[src/rtl/resp_checker_pkg.sv]
// Shared types and constants for the response checker: FSM encoding,
// vector count, error-counter width and the one-hot helper.
package resp_checker_pkg;

  localparam int unsigned NUM_VEC = 4;
  localparam int unsigned VEC_W   = 2;
  localparam int unsigned ERR_W   = 3;
  localparam logic [ERR_W-1:0] ERR_MAX = '1;

  typedef enum logic [1:0] {
    ST_IDLE   = 2'd0,
    ST_SETTLE = 2'd1,
    ST_HOLD   = 2'd2,
    ST_DONE   = 2'd3
  } state_t;

  function automatic logic [NUM_VEC-1:0] vec_onehot(input logic [VEC_W-1:0] idx);
    logic [NUM_VEC-1:0] oh;
    oh = '0;
    oh[idx] = 1'b1;
    return oh;
  endfunction

endpackage

[src/rtl/resp_checker_stable_detect.sv]
// Stability detector: pulses 'stable' on the SETTLE-th consecutive cycle that
// 'vec' has held the same value; 'clear' starts a new run at the current value.
module stable_detect
  import resp_checker_pkg::*;
#(
  parameter int unsigned SETTLE = 4
) (
  input  logic             clk,
  input  logic             rst,
  input  logic [VEC_W-1:0] vec,
  input  logic             clear,
  input  logic             en,
  output logic             stable
);

  // The clearing cycle is the first cycle of a run, so the pulse fires when
  // the counter has already seen SETTLE-2 repeats.
  localparam int unsigned TGT = (SETTLE >= 2) ? SETTLE - 2 : 0;

  logic [VEC_W-1:0] prev;
  logic [7:0]       cnt;

  always_ff @(posedge clk) begin
    if (rst) begin
      prev <= '0;
      cnt  <= '0;
    end else if (clear) begin
      prev <= vec;
      cnt  <= '0;
    end else if (en) begin
      if (vec != prev) begin
        prev <= vec;
        cnt  <= '0;
      end else if (cnt != 8'hFF) begin
        cnt <= cnt + 8'd1;
      end
    end
  end

  assign stable = en && !clear &&
                  ((SETTLE == 1) || ((vec == prev) && (cnt == 8'(TGT))));

endmodule

[config.mk]
export PLATFORM = sky130hd
export DESIGN_NAME = stable_detect
export DESIGN_NICKNAME = d
export VERILOG_FILES = /design/src/rtl/resp_checker_pkg.sv /design/src/rtl/resp_checker_stable_detect.sv
export SDC_FILE = /design/constraint.sdc
export NUM_CORES = 1
export LEC_CHECK = 0
export BUFFER_PORTS_ARGS = -buffer_cell sky130_fd_sc_hd__buf_2
export CAP_MARGIN = 10
export CORE_MARGIN = 2
export CORE_UTILIZATION = 45
export CTS_BUF_LIST = sky130_fd_sc_hd__clkbuf_16
export DETAILED_ROUTE_END_ITERATION = 8
export GPL_TIMING_DRIVEN = 0
export SETUP_SLACK_MARGIN = 0.15
export SYNTH_ARGS = -nofsm -noshare
export SYNTH_HDL_FRONTEND = slang
export SYNTH_SLANG_ARGS = --single-unit
[constraint.sdc]
create_clock -name clk -period 2.95 [get_ports clk]
set_input_delay 0.59 -clock clk [delete_from_list [all_inputs] [get_ports clk]]
set_output_delay 0.59 -clock clk [all_outputs]
set_load 0.02 [all_outputs]
==> run metrics, run 1 <==
status=finished clean; worst-path fanout max=10; Yosys top cell area share=0.335; fraction of layout cells with a size suffix above 1=0.123; Final Util=0.565; Power Dens Cells=554 mW/mm^2; most used cell, CP=clkbuf_1; cell taking the most area after synthesis=dfxtp_1; top cells by area, synth=dfxtp_1 33%, nand2_1 4.4%, ha_1 4.2%; initial core utilization=0.471; Crit path arrival time=1670 ps; combinational share of power=0.070; final layout net count=91; Hold Startpoint=prev[1]; internal power=0.322 mW; Reg2Reg Launch Point=cnt[0]; Req. time, crit path=2360 ps; Post-DP Area=642 sq um; DR vias=572; Site Rows=13; worst skew pair latency=230 ps; Total Routing Usage GR=0.205; Switching Fraction=0.189; Port Buf Inserts=5; sequential area share after synthesis=0.335; clock root buffer=clkbuf_16; syn_nets=81; ANT nets after route=0; initial antenna violation count=0; total gr overflow=0; Fin. Hold Viols=0; RSZ-0062 raised after global routing=no; Reg power frac=0.352; total CTS buffers=3; TritonCTS clock tree=yes; clock slew at reported path FFs=40 ps; Lkg Pwr=0.240 nW; drt total wl=1330 um; Die Span Y=40.5 um; startpoint types=input port; first-pass GRT wire length=2150 um; Max-Cap Viols=0; core area=0.00127 sq mm; CTS max path bufs=2; Slew Limit Headroom=0.707; Hold-fix buffers, CTS=0; clk sinks=10; TNS Setup=0 ps; Cell variety after synth=33; ys async rst share=0; mapped cell area=598 sq um; fill count=122; worst hold slack=461 ps; r2r setup slk=1240 ps; max frequency=443 MHz; Post-synth EDFFs=0; Setup Skew=1.88 ps; die width=40.5 um; NetSw=0.0750 mW; Pre-antenna DRT Iters=4; final setup fails=0; worst hold path class=reg2reg; flop and latch count out of synthesis=10; Max Slew Vio Count=0; CP peak stage delay=380 ps; DRC violations left=0; post_cts resized=0; vias in the first global route=493; Iteration-0 DRC Markers=15; largest net degree at the start of global routing=11; Finished Cell Area=717 sq um; Setup CP Type=in2out; Hold Path Depth=2; Setup crit start=en; vias per cell=5.96; GPL Wtd Cong=0.750; Worst-Margin Slew=434 ps; Clock Power Share=0.578; yosys warns=0; # IOs=7; Syn Area/Cell=8.19 sq um; r2r worst-path depth=5; Main synth FF type=dfxtp_1; Period minus WS final=2260 ps; Post-Syn Instances=73; maximum VDD drop=437 uV; count of inserted antenna diode cells=0; Critical Path End Type=output pin; routed wire length per instance=13.8 um; area grow syn2layout=19.9%; reg2reg end=cnt[6]; H-Tree Depth=1; post-CTS setup buffers=0; Worst Hold End=prev[1]; Critical-path top delay cell=clkbuf_1; critical path, cell by cell=clkbuf_1 -> clkbuf_1 -> nand2_1 -> nor3_1 -> buf_2; final cycle utilization of the critical path=0.766; Die Area=0.00164 sq mm
==> synth_stat cells (all sizes together) (2+ instances only) <==
master and number:
o31ai 2, nor3 3, a211oi 2, a21oi 4, nand2 7, nand3 5, dfxtp 10, nand3b 2
ha 2, o41ai 2, o21ai 6, nor2 5, a2111oi 2, xor2 2, inv 3, clkbuf 2
==> critical path, delay by kind of cell <==
kind,cells,cell delay (ps)
buf+inv,3,820
simple gates,2,250
==> metrics by stage <==
| stage | power (mW) | setup WS [ps] | cells |
|---|---|---|---|
| 3_5_place_dp | 0.169 | 694 | 93 |
| 3_3_place_gp | 0.170 | 714 | 93 |
| 6_report | 0.397 | 690 | 96 |
| 5_1_grt | 0.412 | 544 | 96 |
| 2_1_floorplan | 0.160 | 721 | 73 |
| 4_1_cts | 0.402 | 683 | 96 |
==> power by group through the flow <==
stage / registers, mW / logic, mW / clock network [mW]
floorplan: 0.142 / 0.0186 / 0
global placement: 0.142 / 0.0277 / 0
detailed placement: 0.142 / 0.0273 / 0
CTS: 0.140 / 0.0277 / 0.235
global route: 0.140 / 0.0322 / 0.240
finish: 0.140 / 0.0279 / 0.229
==> area by class of cell <==
class,instances,area (sq um),share of cell area
sequential,10,200,0.279
multi-input combinational,57,375,0.524
tap,15,18.8,0.0262
buffer,3,11.3,0.0157
timing repair buffer,5,25.0,0.0349
clock buffer,3,75.1,0.105
inverter,3,11.3,0.0157
==> cell families (layout without fill, tap and decap cells) <==
group / Yosys count / after routing / synth area share
adder cells (fa/ha/maj): 2 / 2 / 0.0418
flip-flops: 10 / 10 / 0.335
buffers and inverters: 6 / 14 / 0.0377
AND/OR/NAND/NOR: 29 / 29 / 0.282
AO/OA/AOI/OAI: 24 / 24 / 0.274
XOR/XNOR: 2 / 2 / 0.0293
==> sequential cells by signal, indices dropped and copies added, names as in the netlist <==
name and cells:
cnt 8, prev 2
==> metal layers <==
layer  GRT usage  wire length [um]
met1       0.245               619
met2       0.325               626
met3       0.100                66
met4      0.0500                13
met5           0                 0
==> how the worst max path moves through the flow <==
stage	end	slack [ps]	cells past startpoint
finish	stable	690	5
global route	stable	540	5
CTS	stable	680	5
detailed placement	stable	690	5
global placement	stable	710	5
floorplan	stable	720	4
==> layout by cell type (no fill, tap or decap), types with 2 or more instances in the layout <==
cell	count
xor2_1	2
nand3_1	5
a211oi_1	2
o41ai_1	2
buf_2	5
nor3_1	3
nor2_1	4
clkbuf_16	3
nand3b_1	2
o21ai_0	5
clkbuf_1	2
a21oi_1	4
nand2_1	7
o31ai_1	2
ha_1	2
inv_1	3
dfxtp_1	10
Power figures use the tool's default switching activity.
==> run 2, diff against run 1 <==
--- a/config.mk
+++ b/config.mk
@@ -12,6 +12,7 @@
 export CTS_BUF_LIST = sky130_fd_sc_hd__clkbuf_16
 export DETAILED_ROUTE_END_ITERATION = 8
 export GPL_TIMING_DRIVEN = 0
+export PLACE_DENSITY = 0.67
 export SETUP_SLACK_MARGIN = 0.15
 export SYNTH_ARGS = -nofsm -noshare
 export SYNTH_HDL_FRONTEND = slang
==> constraint.sdc (replaced) <==
create_clock -name clk -period 2 [get_ports clk]
set_input_delay 0.4 -clock clk [delete_from_list [all_inputs] [get_ports clk]]
set_output_delay 0.4 -clock clk [all_outputs]
set_load 0.02 [all_outputs]
==> run 2 against run 1 <==
Die area is the same. Cell count grew 1.0%. Sequential share of layout area shrank 1.5 points. Critical endpoint unchanged. Sequential cell count is the same. Count of clock-buffer cells in the layout is the same. Core utilization grew 3.2 points.
==> run metrics, run 2 (synthesis gave the netlist of run 1 again) <==
Port Buf Inserts=5 (unchanged); DRC violations left=0 (unchanged); Die Area=0.00164 sq mm (unchanged); total CTS buffers=3 (unchanged); clock root buffer=clkbuf_16; # IOs=7 (unchanged); Power Total=0.606 mW (+53%); final setup fails=0 (unchanged); Pre-antenna DRT Iters=4 (unchanged); RSZ-0062 raised after global routing=yes; core area=0.00127 sq mm (unchanged); Critical Path End Type=output pin; Setup CP Type=reg2out; fraction of layout cells with a size suffix above 1=0.171 (+0.0473); ANT nets after route=0 (unchanged); max frequency=560 MHz; Worst-Margin Slew=428 ps (-5.85 ps); TNS Setup=0 ps (unchanged); CTS max path bufs=2 (unchanged); Max-Cap Viols=0 (unchanged); Finished Cell Area=757 sq um (+5.6%); Post-DP Area=642 sq um (unchanged); final layout net count=91 (unchanged); Final HPWL DP=918 um; Power Dens Cells=800 mW/mm^2 (+44%); dpl cells=93 (unchanged); leading cell type in the layout, fill and taps excluded=dfxtp_1; Total Routing Usage GR=0.200 (-0.00501); drt total wl=1400 um (+5.3%); worst skew pair latency=230 ps (about the same); Hold-fix buffers, CTS=0 (unchanged); Period minus WS final=1780 ps; total gr overflow=0 (unchanged); initial antenna violation count=0 (unchanged); Largest register FFs=8 (unchanged); initial core utilization=0.471 (unchanged); routed wire length per instance=14.4 um (+4.2%); most frequent cells in the layout=10 x dfxtp_1, 7 x nand2_1, 5 x nand3_1, 5 x o21ai_0; post-CTS setup buffers=0 (unchanged); Req. time, crit path=1600 ps (-760 ps); count of inserted antenna diode cells=0 (unchanged); leading registers by flop count=cnt x8, prev x2; Die Span Y=40.5 um (unchanged); worst hold slack=361 ps (-99.5 ps); H-Tree Depth=1 (unchanged); critical path, cell by cell=ha_1 -> nor4b_4 -> nand2_1 -> nor3_2 -> buf_4; largest net degree at the start of global routing=11 (unchanged); first-pass GRT wire length=2050 um (-4.5%); final cycle utilization of the critical path=0.892; worst hold path class=in2reg; Setup Skew=1.92 ps (+0.0461 ps); vias per cell=6.16 (+3.5%); worst-path fanout max=5 (-5); status=finished clean; Finished Layout Cells=97 (+1.0%); clk sinks=10 (unchanged); Lkg Pwr=0.250 nW (+4.3%); Crit path arrival time=1380 ps (-290 ps); maximum VDD drop=717 uV (+64%); vias in the first global route=449 (-8.9%); area grow syn2layout=26.6%; die width=40.5 um (unchanged); DR vias=598 (+4.5%); CP peak stage delay=400 ps (+20 ps); clock slew at reported path FFs=40 ps (about the same); GPL Wtd Cong=0.803 (+7.0%); Fin. Hold Viols=0 (unchanged); Critical-path top delay cell=dfxtp_1; Biggest register=cnt; TritonCTS clock tree=yes; startpoint types=register; Site Rows=13 (unchanged); Max Slew Vio Count=0 (unchanged); Iteration-0 DRC Markers=18 (+3); Slew Limit Headroom=0.707 (about the same)
-- run 2: power breakdown --
part	leakage, nW	total [mW]	switching, mW	internal, mW
combinational	0.131	0.0466	0.0314	0.0152
clock	0.0385	0.353	0.0912	0.262
sequential	0.0810	0.206	0.00273	0.203
total	0.250	0.606	0.125	0.481
-- run 2: per-stage QoR --
stage | utilization | worst slack (ps)
detailed placement | 0.506 | 142
CTS | 0.574 | 151
floorplan | - | 151
global placement | 0.506 | 139
finish | 0.597 | 215
global route | 0.597 | 85.8
-- run 2: metal layers --
metal / track usage / up-vias / part of all wire
met5: 0 / - / 0
met4: 0.100 / 0 / 0.018
met3: 0.0833 / 4 / 0.037
met2: 0.286 / 13 / 0.47
met1: 0.254 / 277 / 0.47
li1: - / 304 / -
-- run 2: final cells by class --
| cell class | count | area (sq um) |
|---|---|---|
| Buffer | 3 | 12.5 |
| Clock buffer | 3 | 75.1 |
| Clock inverter | 1 | 3.75 |
| Fill cell | 105 | 512 |
| Inverter | 3 | 11.3 |
| Multi-Input combinational cell | 57 | 408 |
| Sequential cell | 10 | 200 |
| Tap cell | 15 | 18.8 |
| Timing Repair Buffer | 5 | 27.5 |
-- run 2: worst paths after layout --
kind | start | endpoint | slack [ps] | depth (start not counted)
worst max-delay path | cnt[1] | stable | 220 | 5
worst min-delay path | rst | prev[0] | 360 | 2
worst max register to register | cnt[0] | cnt[6] | 280 | 5
worst min register to register | prev[0] | prev[0] | 460 | 2
-- run 2: repair_timing --
item / 4_1_cts / 5_1_grt
setup endpoints to repair: 1 / 4
hold endpoints to repair: 0 / 0
gates resized for setup: 2 / 5
-- run 2: worst max-delay path: cells and delay by family, from the launching register on --
kind | cells | cell delay, ps
fa+ha+maj | 1 | 190
buf+inv | 1 | 160
flops | 1 | 400
simple gates | 3 | 390
